[src/rtl/data_compare4.sv]
`default_nettype none
// ============================================================================
// Module   : data_compare4
// Brief    : Registered unsigned magnitude comparator slice with 74x85-style
//            cascade input. Result on oData is one-hot {A>B, A<B, A=B}.
//            Optional macro DATA_COMPARE_INREG_EN adds an input register
//            stage ahead of the compare (latency 2 instead of 1).
// Revision : 1.0 - initial release
// ============================================================================
module data_compare4 #(
  parameter int WIDTH = 4
) (
  input  logic             clk,
  input  logic             rst,
  input  logic [WIDTH-1:0] iData_a,
  input  logic [WIDTH-1:0] iData_b,
  input  logic [2:0]       iData,
  output logic [2:0]       oData
);

  // One-hot result codes, same bit mapping as the cascade input.
  localparam logic [2:0] C_GT = 3'b100;
  localparam logic [2:0] C_LT = 3'b010;
  localparam logic [2:0] C_EQ = 3'b001;

  logic [WIDTH-1:0] w_a;
  logic [WIDTH-1:0] w_b;
  logic [2:0]       w_casc;
  logic [2:0]       w_result;
  logic [2:0]       r_out;

`ifdef DATA_COMPARE_INREG_EN
  logic [WIDTH-1:0] r_a;
  logic [WIDTH-1:0] r_b;
  logic [2:0]       r_casc;

  // Input register stage; reset loads an "equal" compare so the first
  // post-reset output is a clean 3'b001 rather than stale data.
  always_ff @(posedge clk) begin
    if (rst) begin
      r_a    <= '0;
      r_b    <= '0;
      r_casc <= C_EQ;
    end else begin
      r_a    <= iData_a;
      r_b    <= iData_b;
      r_casc <= iData;
    end
  end

  assign w_a    = r_a;
  assign w_b    = r_b;
  assign w_casc = r_casc;
`else
  assign w_a    = iData_a;
  assign w_b    = iData_b;
  assign w_casc = iData;
`endif

  // Magnitude compare; on equality resolve the cascade with eq > gt > lt
  // priority, and treat an all-zero cascade as equal.
  always_comb begin
    w_result = C_EQ;
    if (w_a > w_b) begin
      w_result = C_GT;
    end else if (w_a < w_b) begin
      w_result = C_LT;
    end else if (w_casc[0] || (w_casc == 3'b000)) begin
      w_result = C_EQ;
    end else if (w_casc[2]) begin
      w_result = C_GT;
    end else begin
      w_result = C_LT;
    end
  end

  // Output register; 3'b000 is only ever seen as the reset value.
  always_ff @(posedge clk) begin
    if (rst) begin
      r_out <= 3'b000;
    end else begin
      r_out <= w_result;
    end
  end

  assign oData = r_out;

endmodule
`default_nettype wire

[config.mk]
export PLATFORM = sky130hd
export DESIGN_NAME = data_compare4
export DESIGN_NICKNAME = d
export VERILOG_FILES = /design/src/rtl/data_compare4.sv
export SDC_FILE = /design/constraint.sdc
export NUM_CORES = 1
export LEC_CHECK = 0
export CORE_AREA = 8 8 45 47
export CTS_BUF_LIST = sky130_fd_sc_hd__clkbuf_2 sky130_fd_sc_hd__clkbuf_4 sky130_fd_sc_hd__clkbuf_8
export DETAILED_ROUTE_END_ITERATION = 8
export DIE_AREA = 0 0 53 55
export PLACE_DENSITY = 0.51
export SLEW_MARGIN = 20
export SYNTH_ARGS = -nofsm -noshare
export SYNTH_HDL_FRONTEND = slang
export SYNTH_SLANG_ARGS = --single-unit
[constraint.sdc]
create_clock -name clk -period 1.7 [get_ports clk]
set_input_delay 0.34 -clock clk [delete_from_list [all_inputs] [get_ports clk]]
set_output_delay 0.34 -clock clk [all_outputs]
set_load 0.005 [all_outputs]
==> impl_results.md, run 1 <==
* Status: completed
* Routed wire length at 530 microns
* Yosys warns at 0
* Area of the multi-input gates at 159 sq um
* Net Sw Power at 0.0000622 W
* RSZ-0062 raised after global routing: false
* Final instance area at 442 sq um
* Internal at 0.000232 W
* CP arrival at 1.65 ns
* Yosys reg bits at 3
* Peak Freq at 660 MHz
* Final RePlAce weighted congestion at 0.720
* Post-route ant nets at 0
* Largest register FFs at 3
* CP bufs+invs at 2
* Die area at 2920 sq um
* Setup crit start kind: input port
* Antenna violations before repair at 0
* Crit. End Element: flop
* Worst hold path class: in2reg
* Seq pwr share at 26.1%
* Area after DPL at 412 sq um
* Buffers on Ports at 15
* CTS Buffer Depth at 2
* First-pass GRT wire length at 841 microns
* Worst VDD drop at 0.184 mV
* Vias in the first global route at 244
* Chip Height at 55 microns
* Area grow syn2layout at 88.8%
* Post-synth cell types at 15
* Power Density at 666 nW/um^2
* Placed Instances at 56
* # resized after CTS at 0
* DR pass1 iterations at 4
* Cell family with the largest share of critical-path delay: buffers and inverters
* Via-to-Cell Ratio at 3.78
* CTS H-tree depth at 1
* CP Max Fanout at 3
* Seq/Total Area, Yosys at 25.7%
* Gr usage total at 3.98%
* Switching share of power at 21.1%
* Critical Path RT at 1.84 ns
* Final WS setup at 0.184 ns
* ANT cells at 0
* Post-DP HPWL at 488 microns
* Initial Util at 16.9%
* DP Worst Slack at -0.0626 ns
* Fin crit period at 1.52 ns
* Combinational Power Share at 27.2%
* Die width at 53 microns
* Drt first-iter violations at 6
* Syn_nets at 41
* CTS tree: built
* Critical path class: in2reg
* Layout cell share with drive strength beyond 1 at 25.0%
* IO Pins at 16
* Post-synthesis cell count at 24
* Core area at 1380 sq um
* Max-Cap Viols at 0
* Fin crit share at 89.2%
* Largest area contributor in the netlist: dfxtp_1
* Clk root buf: clkbuf_4
* Worst-Margin Slew at 0.220 ns
* Final setup viols at 0
* Largest net degree at the start of global routing at 5
* Synthesized area per cell at 9.75 sq um
* Reg clk slew, reported paths at 0.04 ns
* Nets at 62
* Leakage at 0.188 nW
* Max incr delay on CP at 0.45 ns
* Final Hold Viols at 0
* Clk pwr share at 46.6%
* Final Max Tran Viols at 0
* Crit-path cells: clkdlybuf4s50_1 -> inv_1 -> ha_1 -> nor2b_2 -> o211ai_2 -> a221oi_2
* Layout Cells excl Fill at 60
* Vias at 227
* Max transition margin at 85.3%
* Site Rows at 14
* Hold_buf cts at 0
* Global route total overflow at 0
* Layout filler cell count at 152
* Clock buffers created by TritonCTS at 3
* # clock sinks at 3
* Synth area leaders: dfxtp_1 (26%), ha_1 (21%), a221oi_2 (6.4%)
* Storage element area at 60.1 sq um
* CP max-delay cell: clkdlybuf4s50_1
* Post-synthesis cell area at 234 sq um
* Postcts setup bufs at 0
* Area share of the largest cell type after synthesis at 25.7%
* Residual DRC at 0
* DR WL/cell at 8.83 microns
[cell usage after synthesis, drive strengths merged]
library cell,number
and2b,1
nor2b,1
nand2b,1
ha,4
o21ai,1
o211ai,1
a211oi,1
a21oi,1
nor2,2
and4,1
o2bb2ai,1
inv,4
a221oi,1
nand3,1
dfxtp,3
[layout by cell type, fill, tap and decap left out, types with 2 or more instances in the layout]
cell,synthesis,layout
ha_1,4,4
clkbuf_4,0,4
inv_1,4,4
clkdlybuf4s50_1,0,15
nor2_1,2,2
dfxtp_1,3,3
[power by group through the flow]
stage          Clock [W]  Combinational (W)  Sequential (W)
2_1_floorplan          0          0.0000330       0.0000786
3_3_place_gp           0          0.0000809       0.0000776
3_5_place_dp           0          0.0000811       0.0000781
4_1_cts         0.000142          0.0000815       0.0000770
5_1_grt         0.000152          0.0000886       0.0000773
6_report        0.000137          0.0000800       0.0000769
[path summary, 6_finish.rpt]
check | startpoint | endpoint | slack [ns] | cells after the start
max | iData_b[1] | oData[2] | 0.18 | 6
min | iData[1] | oData[1] | 0.72 | 3
[stage by stage]
stage | hold WS (ns) | TNS [ns] | utilization (%) | total power (W)
CTS | 0.708 | 0 | 31.9 | 0.000301
global placement | 0.963 | -0.0736 | 29.7 | 0.000159
global route | 0.764 | 0 | 31.9 | 0.000317
finish | 0.717 | 0 | 31.9 | 0.000294
detailed placement | 0.948 | -0.0893 | 29.7 | 0.000159
floorplan | 0.405 | 0 | - | 0.000112
[final cells by class]
class | count | share of cell area, %
multi-input combinational | 17 | 36.0
timing repair buffer | 16 | 35.7
sequential | 3 | 13.6
clock buffer | 4 | 6.80
tap | 16 | 4.53
inverter | 4 | 3.40
[kinds of logic after synthesis]
| group | share of synthesized area (%) |
|---|---|
| compound gates | 26.7 |
| fa+ha+maj | 21.4 |
| buf+inv | 6.42 |
| flops | 25.7 |
| simple gates | 19.8 |
[tightest hold or removal path, cell delays in order]
cell and delay, ns:
clkdlybuf4s50_1 0.42, nand3_1 0.08, o2bb2ai_1 0.05
[layer usage]
metal | global-route usage, % | vias to the layer above | part of all wire, %
met4 | 5.17 | 0 | 0
met1 | 5.00 | 88 | 50
li1 | - | 125 | -
met5 | 0 | - | 0
met2 | 4.49 | 14 | 40
met3 | 1.34 | 0 | 10
Power figures use the tool's default switching activity.
==> inputs of run 2 (changes only) <==
- PLACE_DENSITY: 0.51 -> unset
- clock period: 1.7 -> 2 ns (I/O delays scaled with it)
==> impl_results.md, run 2 (synthesis results as in run 1) <==
* Fin crit share at 80.9%
* Global route total overflow at 0
* Routed wire length at 562 microns
* CTS tree: built
* Setup_tns at 0 ns
* CP Max Fanout at 3
* Hold Slack at 0.786 ns
* Postcts setup bufs at 0
* Reg clk slew, reported paths at 0.03 ns
* Worst-Margin Slew at 0.318 ns
* Chip Height at 55 microns
* CTS H-tree depth at 1
* Final RePlAce weighted congestion at 0.691
* Via-to-Cell Ratio at 3.92
* Critical Path RT at 2.16 ns
* First-pass GRT wire length at 910 microns
* Residual DRC at 0
* Layout cell share with drive strength beyond 1 at 23.3%
* Crit. End Element: flop
* Vias at 231
* # resized after CTS at 0
* Storage element area at 60.1 sq um
* RSZ-0062 raised after global routing: false
* Largest register FFs at 3
* Max transition margin at 78.8%
* Peak Freq at 618 MHz
* Final Hold Viols at 0
* CP bufs+invs at 2
* Final Max Tran Viols at 0
* Core area at 1380 sq um
* Largest net degree at the start of global routing at 5
* Cell family with the largest share of critical-path delay: buffers and inverters
* Vias in the first global route at 252
* Area of the multi-input gates at 159 sq um
* Final instance area at 434 sq um
* Drt first-iter violations at 2
* Die width at 53 microns
* Leakage at 0.183 nW
* DR WL/cell at 9.53 microns
* CTS Buffer Depth at 2
* Commonest non-fill, non-tap cells in the layout: clkdlybuf4s50_1 (15), inv_1 (4), ha_1 (4), clkbuf_4 (4), dfxtp_1 (3)
* Layout filler cell count at 150
* Gr usage total at 4.36%
* Clk root buf: clkbuf_4
* Clock buffers created by TritonCTS at 3
* Hold_buf cts at 0
* Initial Util at 16.9%
* Setup crit start kind: input port
* Site Rows at 14
* Buffers on Ports at 15
* Nets at 61
* Fin crit period at 1.62 ns
* Final Util at 31.4%
* Crit-path cells: clkdlybuf4s50_1 -> inv_1 -> ha_1 -> a21oi_1 -> and2b_1 -> o2bb2ai_1
* Worst VDD drop at 0.141 mV
* Max incr delay on CP at 0.45 ns
* Hold Crit Start: iData[1]
* Die area at 2920 sq um
* Max-Cap Viols at 0
* Critical path class: in2reg
* Hold Path Sink: oData[1]
* # clock sinks at 3
* DR pass1 iterations at 2
* Power, Total at 0.000249 W
* Final setup viols at 0
* Antenna violations before repair at 0
* Area grow syn2layout at 85.6%
* Area after DPL at 404 sq um
* Worst hold path class: in2reg
* Power Density at 573 nW/um^2
* IO Pins at 16
* CP max-delay cell: clkdlybuf4s50_1
* Post-route ant nets at 0
* Status: completed
* CP arrival at 1.78 ns
* Most common cell after layout, fill and taps aside: clkdlybuf4s50_1
* Hold Path Cell Cnt at 3
* ANT cells at 0
[run 2: area by class of cell]
type | count | area share [%]
multi-input cells | 17 | 36.6
well taps | 16 | 4.61
clock buffers | 4 | 6.92
inverters | 4 | 3.46
flip-flops and latches | 3 | 13.8
repair buffers | 15 | 34.6
[run 2: per-layer routing]
metal	vias to the layer above	track usage, %	wire length [microns]
met5	-	0	0
met4	0	5.17	0
met3	0	2.67	74
met2	12	5.27	221
met1	96	4.69	265
li1	123	-	-
[run 2: worst max-delay path by stage]
stage | end | cells after the start | startpoint
floorplan | oData[1] | 5 | iData_b[3]
global placement | oData[1] | 6 | iData_b[3]
detailed placement | oData[1] | 6 | iData_b[3]
CTS | oData[1] | 6 | iData_b[3]
global route | oData[1] | 6 | iData_b[3]
finish | oData[1] | 6 | iData_b[3]
[run 2: report_power, final]
part           internal, W   total, W  switching (W)
Clock            0.0000881   0.000117      0.0000288
Combinational    0.0000429  0.0000666      0.0000236
Sequential       0.0000643  0.0000651    0.000000830
[run 2: metrics by stage]
step / cells / setup slack, ns
2_1_floorplan: 24 / 0.702
3_3_place_gp: 55 / 0.159
3_5_place_dp: 55 / 0.156
4_1_cts: 59 / 0.382
5_1_grt: 59 / 0.299
6_report: 59 / 0.382
